$ cat src/rtl/mips_pkg.sv
// Shared MIPS EX-stage definitions: funct codes used by ALU control and the
// HI/LO multiplier, plus the multiplier state encoding.
package mips_pkg;

    localparam int MUL_WIDTH = 32;

    localparam logic [5:0] F_MFHI  = 6'd16;
    localparam logic [5:0] F_MFLO  = 6'd18;
    localparam logic [5:0] F_MULT  = 6'd24;
    localparam logic [5:0] F_MULTU = 6'd25;

    typedef enum logic [1:0] {
        ST_IDLE = 2'd0,
        ST_RUN  = 2'd1,
        ST_FIN  = 2'd2
    } mult_state_e;

    function automatic logic is_mul_funct(input logic [5:0] funct);
        return (funct == F_MULT) || (funct == F_MULTU);
    endfunction

    // Any funct that touches HI/LO must wait while a multiply is in flight.
    function automatic logic is_hilo_funct(input logic [5:0] funct);
        return is_mul_funct(funct) || (funct == F_MFHI) || (funct == F_MFLO);
    endfunction

endpackage

$ cat src/rtl/mult_hilo_unit_if.sv
// EX-stage bundle between the pipeline and the HI/LO multiplier.
interface mult_hilo_unit_if #(
    parameter int WIDTH = 32
);
    logic             ex_valid;
    logic [5:0]       multCtl;
    logic [WIDTH-1:0] dataA;
    logic [WIDTH-1:0] dataB;
    logic [WIDTH-1:0] hi;
    logic [WIDTH-1:0] lo;
    logic [WIDTH-1:0] mf_data;
    logic             busy;
    logic             done;
    logic             stall;

    modport master (
        output ex_valid, multCtl, dataA, dataB,
        input  hi, lo, mf_data, busy, done, stall
    );

    modport slave (
        input  ex_valid, multCtl, dataA, dataB,
        output hi, lo, mf_data, busy, done, stall
    );
endinterface

$ cat src/rtl/shift_add_step.sv
// One shift-add multiply iteration: add the multiplicand into the upper half
// when the product LSB is set, then shift {carry, product} right by one.
module shift_add_step #(
    parameter int WIDTH = 32
) (
    input  logic [WIDTH-1:0]   mcand,
    input  logic [2*WIDTH-1:0] prod_in,
    output logic [2*WIDTH-1:0] prod_out
);

    logic [WIDTH:0] sum_s;

    // Conditional add keeps the carry, which becomes the new MSB after the shift.
    always_comb begin
        if (prod_in[0]) begin
            sum_s = {1'b0, prod_in[2*WIDTH-1:WIDTH]} + {1'b0, mcand};
        end else begin
            sum_s = {1'b0, prod_in[2*WIDTH-1:WIDTH]};
        end
        prod_out = {sum_s, prod_in[WIDTH-1:1]};
    end

endmodule

$ cat src/rtl/mult_hilo_unit.sv
// Sequential 32-iteration shift-add multiplier with architectural HI/LO,
// serving mult/multu/mfhi/mflo and stalling the pipeline while busy.
module mult_hilo_unit
    import mips_pkg::*;
#(
    parameter int WIDTH = MUL_WIDTH
) (
    input logic            clk,
    input logic            rst_n,
    mult_hilo_unit_if.slave bus
);

    localparam int CNT_W = $clog2(WIDTH);
    localparam logic [CNT_W-1:0]   CNT_LAST = CNT_W'(WIDTH - 1);
    localparam logic [CNT_W-1:0]   CNT_ONE  = CNT_W'(1);
    localparam logic [WIDTH-1:0]   ONE_W    = WIDTH'(1);
    localparam logic [2*WIDTH-1:0] ONE_2W   = (2*WIDTH)'(1);

    mult_state_e        state_r;
    mult_state_e        state_s;
    logic [CNT_W-1:0]   cnt_r;
    logic [WIDTH-1:0]   mcand_r;
    logic [2*WIDTH-1:0] prod_r;
    logic               sign_r;
    logic [WIDTH-1:0]   hi_r;
    logic [WIDTH-1:0]   lo_r;
    logic               busy_r;
    logic               done_r;

    logic               accept_s;
    logic               is_signed_s;
    logic               sign_s;
    logic [WIDTH-1:0]   mag_a_s;
    logic [WIDTH-1:0]   mag_b_s;
    logic [2*WIDTH-1:0] step_s;
    logic [2*WIDTH-1:0] result_s;
    logic [WIDTH-1:0]   mf_data_s;
    logic               stall_s;

    shift_add_step #(.WIDTH(WIDTH)) u_step (
        .mcand   (mcand_r),
        .prod_in (prod_r),
        .prod_out(step_s)
    );

    // Next-state logic; a multiply is only taken from IDLE.
    always_comb begin
        state_s  = state_r;
        accept_s = 1'b0;
        case (state_r)
            ST_IDLE: begin
                if (bus.ex_valid && is_mul_funct(bus.multCtl)) begin
                    state_s  = ST_RUN;
                    accept_s = 1'b1;
                end else begin
                    state_s  = ST_IDLE;
                end
            end
            ST_RUN: begin
                if (cnt_r == CNT_LAST) begin
                    state_s = ST_FIN;
                end else begin
                    state_s = ST_RUN;
                end
            end
            ST_FIN:  state_s = ST_IDLE;
            default: state_s = ST_IDLE;
        endcase
    end

    // Operand magnitudes and final sign fix-up; 0x80000000 negates to itself,
    // which is exactly its unsigned magnitude.
    always_comb begin
        is_signed_s = (bus.multCtl == F_MULT);
        if (is_signed_s && bus.dataA[WIDTH-1]) begin
            mag_a_s = ~bus.dataA + ONE_W;
        end else begin
            mag_a_s = bus.dataA;
        end
        if (is_signed_s && bus.dataB[WIDTH-1]) begin
            mag_b_s = ~bus.dataB + ONE_W;
        end else begin
            mag_b_s = bus.dataB;
        end
        if (is_signed_s) begin
            sign_s = bus.dataA[WIDTH-1] ^ bus.dataB[WIDTH-1];
        end else begin
            sign_s = 1'b0;
        end
        if (sign_r) begin
            result_s = ~prod_r + ONE_2W;
        end else begin
            result_s = prod_r;
        end
    end

    // Datapath and status registers; reset also aborts an in-flight multiply.
    always_ff @(posedge clk) begin
        if (!rst_n) begin
            state_r <= ST_IDLE;
            cnt_r   <= {CNT_W{1'b0}};
            mcand_r <= {WIDTH{1'b0}};
            prod_r  <= {(2*WIDTH){1'b0}};
            sign_r  <= 1'b0;
            hi_r    <= {WIDTH{1'b0}};
            lo_r    <= {WIDTH{1'b0}};
            busy_r  <= 1'b0;
            done_r  <= 1'b0;
        end else begin
            state_r <= state_s;
            busy_r  <= (state_s != ST_IDLE);
            done_r  <= (state_s == ST_FIN);
            case (state_r)
                ST_IDLE: begin
                    if (accept_s) begin
                        mcand_r <= mag_a_s;
                        prod_r  <= {{WIDTH{1'b0}}, mag_b_s};
                        sign_r  <= sign_s;
                        cnt_r   <= {CNT_W{1'b0}};
                    end
                end
                ST_RUN: begin
                    prod_r <= step_s;
                    cnt_r  <= cnt_r + CNT_ONE;
                end
                ST_FIN: begin
                    hi_r <= result_s[2*WIDTH-1:WIDTH];
                    lo_r <= result_s[WIDTH-1:0];
                end
                default: begin
                    cnt_r <= {CNT_W{1'b0}};
                end
            endcase
        end
    end

    // HI/LO read port and hazard request.
    always_comb begin
        case (bus.multCtl)
            F_MFHI:  mf_data_s = hi_r;
            F_MFLO:  mf_data_s = lo_r;
            default: mf_data_s = {WIDTH{1'b0}};
        endcase
        stall_s = bus.ex_valid && is_hilo_funct(bus.multCtl) && (state_r != ST_IDLE);
    end

    assign bus.hi      = hi_r;
    assign bus.lo      = lo_r;
    assign bus.busy    = busy_r;
    assign bus.done    = done_r;
    assign bus.mf_data = mf_data_s;
    assign bus.stall   = stall_s;

endmodule

$ cat src/flat_wrapper.sv
// flat-port wrapper written by rule: the top's interface ports become plain ports
module mult_hilo_unit_flat import mips_pkg::*;
#(
    parameter int WIDTH = MUL_WIDTH
)
  (clk, rst_n, bus_ex_valid, bus_multCtl, bus_dataA, bus_dataB, bus_hi, bus_lo, bus_mf_data, bus_busy, bus_done, bus_stall);
  mult_hilo_unit_if #(.WIDTH(WIDTH)) bus_i ();
  input logic clk;
  input logic rst_n;
  input wire logic [$bits(bus_i.ex_valid)-1:0] bus_ex_valid;
  input wire logic [$bits(bus_i.multCtl)-1:0] bus_multCtl;
  input wire logic [$bits(bus_i.dataA)-1:0] bus_dataA;
  input wire logic [$bits(bus_i.dataB)-1:0] bus_dataB;
  output wire logic [$bits(bus_i.hi)-1:0] bus_hi;
  output wire logic [$bits(bus_i.lo)-1:0] bus_lo;
  output wire logic [$bits(bus_i.mf_data)-1:0] bus_mf_data;
  output wire logic [$bits(bus_i.busy)-1:0] bus_busy;
  output wire logic [$bits(bus_i.done)-1:0] bus_done;
  output wire logic [$bits(bus_i.stall)-1:0] bus_stall;
  assign bus_i.ex_valid = bus_ex_valid;
  assign bus_i.multCtl = bus_multCtl;
  assign bus_i.dataA = bus_dataA;
  assign bus_i.dataB = bus_dataB;
  assign bus_hi = bus_i.hi;
  assign bus_lo = bus_i.lo;
  assign bus_mf_data = bus_i.mf_data;
  assign bus_busy = bus_i.busy;
  assign bus_done = bus_i.done;
  assign bus_stall = bus_i.stall;
  mult_hilo_unit #(.WIDTH(WIDTH)) u_core (.clk(clk), .rst_n(rst_n), .bus(bus_i));
endmodule
$ cat config.mk
export PLATFORM = sky130hd
export DESIGN_NAME = mult_hilo_unit_flat
export DESIGN_NICKNAME = d
export VERILOG_FILES = /design/src/rtl/mips_pkg.sv /design/src/rtl/mult_hilo_unit_if.sv /design/src/rtl/shift_add_step.sv /design/src/rtl/mult_hilo_unit.sv /design/src/flat_wrapper.sv
export SDC_FILE = /design/constraint.sdc
export NUM_CORES = 1
export LEC_CHECK = 0
export ABC_AREA = 1
export BUFFER_PORTS_ARGS = -buffer_cell sky130_fd_sc_hd__buf_2
export CAP_MARGIN = 20
export CORE_UTILIZATION = 54
export CTS_BUF_LIST = sky130_fd_sc_hd__clkbuf_16
export CTS_CLUSTER_DIAMETER = 150
export DETAILED_ROUTE_END_ITERATION = 12
export PLACE_DENSITY = 0.78
export SETUP_SLACK_MARGIN = 0.1
export SLEW_MARGIN = 40
export SYNTH_ARGS = -nofsm -noshare
export SYNTH_HDL_FRONTEND = slang
export SYNTH_SLANG_ARGS = --single-unit
$ cat constraint.sdc
create_clock -name clk -period 2.05 [get_ports clk]
set_input_delay 0 -clock clk [delete_from_list [all_inputs] [get_ports clk]]
set_output_delay 0 -clock clk [all_outputs]
set_load 0.005 [all_outputs]
==> reports/qor.txt <==
=====================================================================================
Xor and xnor area share after synthesis ................................       0.0334
Class of the most critical hold timing path ............................ primary input to flop
Routed length per placed instance ......................................      17.2 um
Multiplexer share of the synthesized area ..............................            0
Gr usage total .........................................................        0.376
Startpoint Class .......................................................         flop
TritonRoute pass-1 iters ...............................................            6
Fraction of the mapped netlist area in compound gates ..................        0.178
Clock-pin slew on the worst setup and hold paths .......................      0.08 ns
Pleak ..................................................................      8.29 nW
Floorplan core area ....................................................    24300 um2
Max VDD drop ...........................................................     0.430 mV
Skew-Pair Late Insertion Delay .........................................      0.45 ns
Final worst path period need ...........................................      1.99 ns
Top Family by Delay on Critical Path ...................................  adder cells
Std cell rows ..........................................................           57
Violations in the final reports ........................................  hold timing
Number of distinct library cells after synthesis .......................           51
Combinational family with the most area after synthesis ................ simple AND/OR/NAND/NOR gates
TritonCTS Sinks ........................................................          170
Total grt overflow .....................................................            0
Most frequent cell on the critical path ................................      nand2_1
Crit-path max cell delay ...............................................      0.37 ns
Port Buf Inserts .......................................................          171
Overall power of the completed layout ..................................      7.66 mW
Vias ...................................................................        16200
Post-Synthesis Cells ...................................................         2305
Category of the worst setup path capture point .........................         flop
RD Place Congestion ....................................................        0.983
Post-synth design cell area ............................................    13400 um2
Avg Vias per Cell ......................................................         5.59
Final setup violation count ............................................            0
Hold Slack .............................................................  -0.00447 ns
Count of maximum capacitance violations ................................            0
Endpoint required time on the critical path ............................      2.35 ns
Areal power density over the cells .....................................   450 nW/um2
Instance area at placement .............................................    14800 um2
Die area ...............................................................    25400 um2
# DRC ..................................................................            0
Register bit count reported by yosys ...................................          170
Unrepaired setup endpoints after global routing ........................         true
Met2 Usage GRT .........................................................        0.581
Antenna-violating nets left ............................................            0
Slew margin rel. .......................................................        0.548
Inserted Diodes ........................................................            0
# fillers ..............................................................         2129
GR peak layer ..........................................................         met2
Clock Skews ............................................................    0.0180 ns
Final HPWL from detailed placement .....................................     36100 um
Data arrival time of the critical path .................................      2.29 ns
Global Route met3 Usage ................................................       0.0680
Dominant cells by area after synthesis ................................. dfxtp_1 (25%), nand2_1 (18%), inv_1 (10%)
Fraction of the yosys area taken by sequential cells ...................        0.255
Fraction of final layout cells with drive strength greater than 1 ......        0.209
Initial core utilization ...............................................        0.549
Largest net degree at the start of global routing ......................           88
Met1 global-route usage ................................................        0.520
Slowest-stage cell, CP .................................................      dfxtp_2
Cell taking the most area after synthesis ..............................      dfxtp_1
Maximum buffer depth of the clock tree .................................            2
Synth Area per Inst ....................................................     5.80 um2
Slew of the pin with the lowest slew margin ............................     0.671 ns
Fin. Hold Viols ........................................................            1
Final Max Slew Viols ...................................................            0
Final nets .............................................................         2668
Worst setup slack after layout .........................................    0.0575 ns
Cell area after layout .................................................    17000 um2
Boundary Pins ..........................................................          172
Initial detailed-routing violation count ...............................         1642
Maximum clock frequency ................................................    0.502 GHz
Pre-CTS setup slack ....................................................    0.0124 ns
Critical-path cell list ................................................ ha_4 > inv_2 > fa_2 > inv_2 > nand2_2 > o21ai_4 > nand2_1 > nand2_2 > a21oi_1 > nand2_1 > nand2_1 > o21ai_1 > a21oi_1
CTS tree ...............................................................        built
Total Routed Length ....................................................     49800 um
Area share of fa/ha/maj cells after synthesis ..........................       0.0362
Synth warn .............................................................            0
Synthesized Nets .......................................................         2416
Die boundary height ....................................................       159 um
Number of clock buffers inserted by TritonCTS ..........................           17
Max Fanout on Critical Path ............................................            4
Area Overhead vs Synth .................................................        27.4%
Initial antenna violation count ........................................            0
Area share of the leading cell type in the synthesized netlist .........        0.255
Part of the cycle the worst path needs .................................        0.972
CTS root buffer ........................................................    clkbuf_16
Die width ..............................................................       159 um
Crit path buf inv count ................................................            2
Post-synthesis share of cell area spent on and, or, nand and nor gates .        0.366
Maximum level of the CTS H-tree ........................................            4
Result of the run ...................................................... finished, violations left
Start-to-end type of the worst setup path .............................. flop to flop
Vias in the first global route .........................................        14400
Global-route wire length before repair .................................     75700 um
=====================================================================================
worst reg2reg max path, cell delays in order, from the launching register on:
cell     delay, ns
dfxtp_2       0.37
ha_4          0.15
inv_2         0.05
fa_2          0.37
inv_2         0.09
nand2_2       0.07
o21ai_4       0.16
nand2_1       0.08
nand2_2       0.10
a21oi_1       0.08
nand2_1       0.06
nand2_1       0.04
o21ai_1       0.14
a21oi_1       0.08
registers in the layout (all words and copies together), names as in the netlist:
signal	flops
u_core.prod_r	64
u_core.bus.hi	32
u_core.bus.lo	32
u_core.mcand_r	32
u_core.cnt_r	5
u_core.state_r	2
u_core.bus.busy	1
u_core.bus.done	1
u_core.sign_r	1
cell type report:
class | count | area (um2) | share of cell area
inverters | 368 | 1410 | 0.0829
well taps | 324 | 405 | 0.0238
clock inverters | 15 | 189 | 0.0111
flip-flops and latches | 170 | 3460 | 0.203
clock buffers | 17 | 425 | 0.0250
multi-input cells | 1686 | 8940 | 0.525
repair buffers | 314 | 2190 | 0.128
where the power goes:
group	internal [mW]	switching (mW)	leakage [nW]
clock	1.95	1.53	0.299
sequential	3.31	0.0227	1.39
combinational	0.334	0.518	6.61
per-layer routing:
layer	wire, um	vias up
met5	0	-
met4	1790	0
met3	4940	123
met2	22100	841
met1	20900	7336
li1	-	7873
cell usage in the layout, fill, tap and decap left out, types with 4 or more instances in the layout:
master	Yosys	final
ha_1	37	13
nand2_2	15	47
dfxtp_2	0	25
nand2_4	0	5
nor2_2	9	45
o22ai_1	7	7
xnor2_1	8	8
nor2_1	247	203
dlygate4sd3_1	0	54
buf_2	21	171
buf_4	7	78
o21bai_1	4	4
nand4_1	36	36
inv_1	356	345
a22o_1	6	6
o21ai_1	26	31
a31oi_1	26	26
dfxtp_1	170	138
dfxtp_4	0	7
nand2_1	644	607
clkinvlp_4	0	9
ha_4	0	18
inv_2	9	14
clkbuf_16	0	19
buf_12	0	6
nor2_4	6	14
a21oi_2	1	15
xor2_1	43	42
o211ai_1	20	20
o221ai_1	5	4
a21oi_1	193	179
nand3_2	2	21
nand3_1	157	136
nor3_1	21	19
ha_2	0	6
o21ai_0	138	131
path summary, 6_finish.rpt:
check	depth (start not counted)	startpoint	slack [ns]	end
worst min register to register	2	u_core.cnt_r[4]$_SDFFE_PN0P_	0.48	u_core.cnt_r[4]$_SDFFE_PN0P_
worst max register to register	13	u_core.mcand_r[0]$_SDFFE_PN0P_	0.06	u_core.prod_r[47]$_SDFFE_PN0P_
worst min-delay path	5	bus_dataA[24]	-0.004	u_core.mcand_r[24]$_SDFFE_PN0P_
worst max-delay path	13	u_core.mcand_r[0]$_SDFFE_PN0P_	0.06	u_core.prod_r[47]$_SDFFE_PN0P_
timing repair:
action,CTS,global route
endpoints found under the hold margin,53,0
endpoints found under the setup margin,15,64
buffers inserted,1,22
hold buffers,54,0
gates cloned,0,2
pin swaps,2,47
resized for setup,10,215
cells in the mapped netlist (all sizes together):
master	number
nand2	659
inv	365
nor2	262
a21oi	194
dfxtp	170
o21ai	166
nand3	160
clkbuf	43
xor2	43
buf	38
nand4	38
ha	37
a31oi	26
nor3	25
o211ai	20
xnor2	8
o22ai	7
or2	7
a22o	6
o221ai	5
o21bai	4
a21o	3
clkinv	3
nor4	3
a211oi	2
and2	2
nand3b	2
o21a	2
a221oi	1
and3	1
fa	1
nor2b	1
o31ai	1
kinds of logic (layout without fill, tap and decap cells):
family	Yosys count	after routing
flops	170	170
buf+inv	449	714
simple gates	1160	1160
xor+xnor	51	51
fa+ha+maj	38	38
compound gates	437	437
through the flow:
| step | hold slack [ns] | instances | TNS (ns) | utilization |
|---|---|---|---|---|
| after floorplan | 0.0939 | 2305 | 0 | - |
| after global placement | 0.306 | 2785 | 0 | 0.610 |
| after detailed placement | 0.313 | 2785 | 0 | 0.610 |
| after CTS | 0.0000705 | 2872 | 0 | 0.659 |
| after global routing | 0.0187 | 2894 | -0.154 | 0.700 |
| final | -0.00447 | 2894 | 0 | 0.700 |
Power figures use the tool's default switching activity.
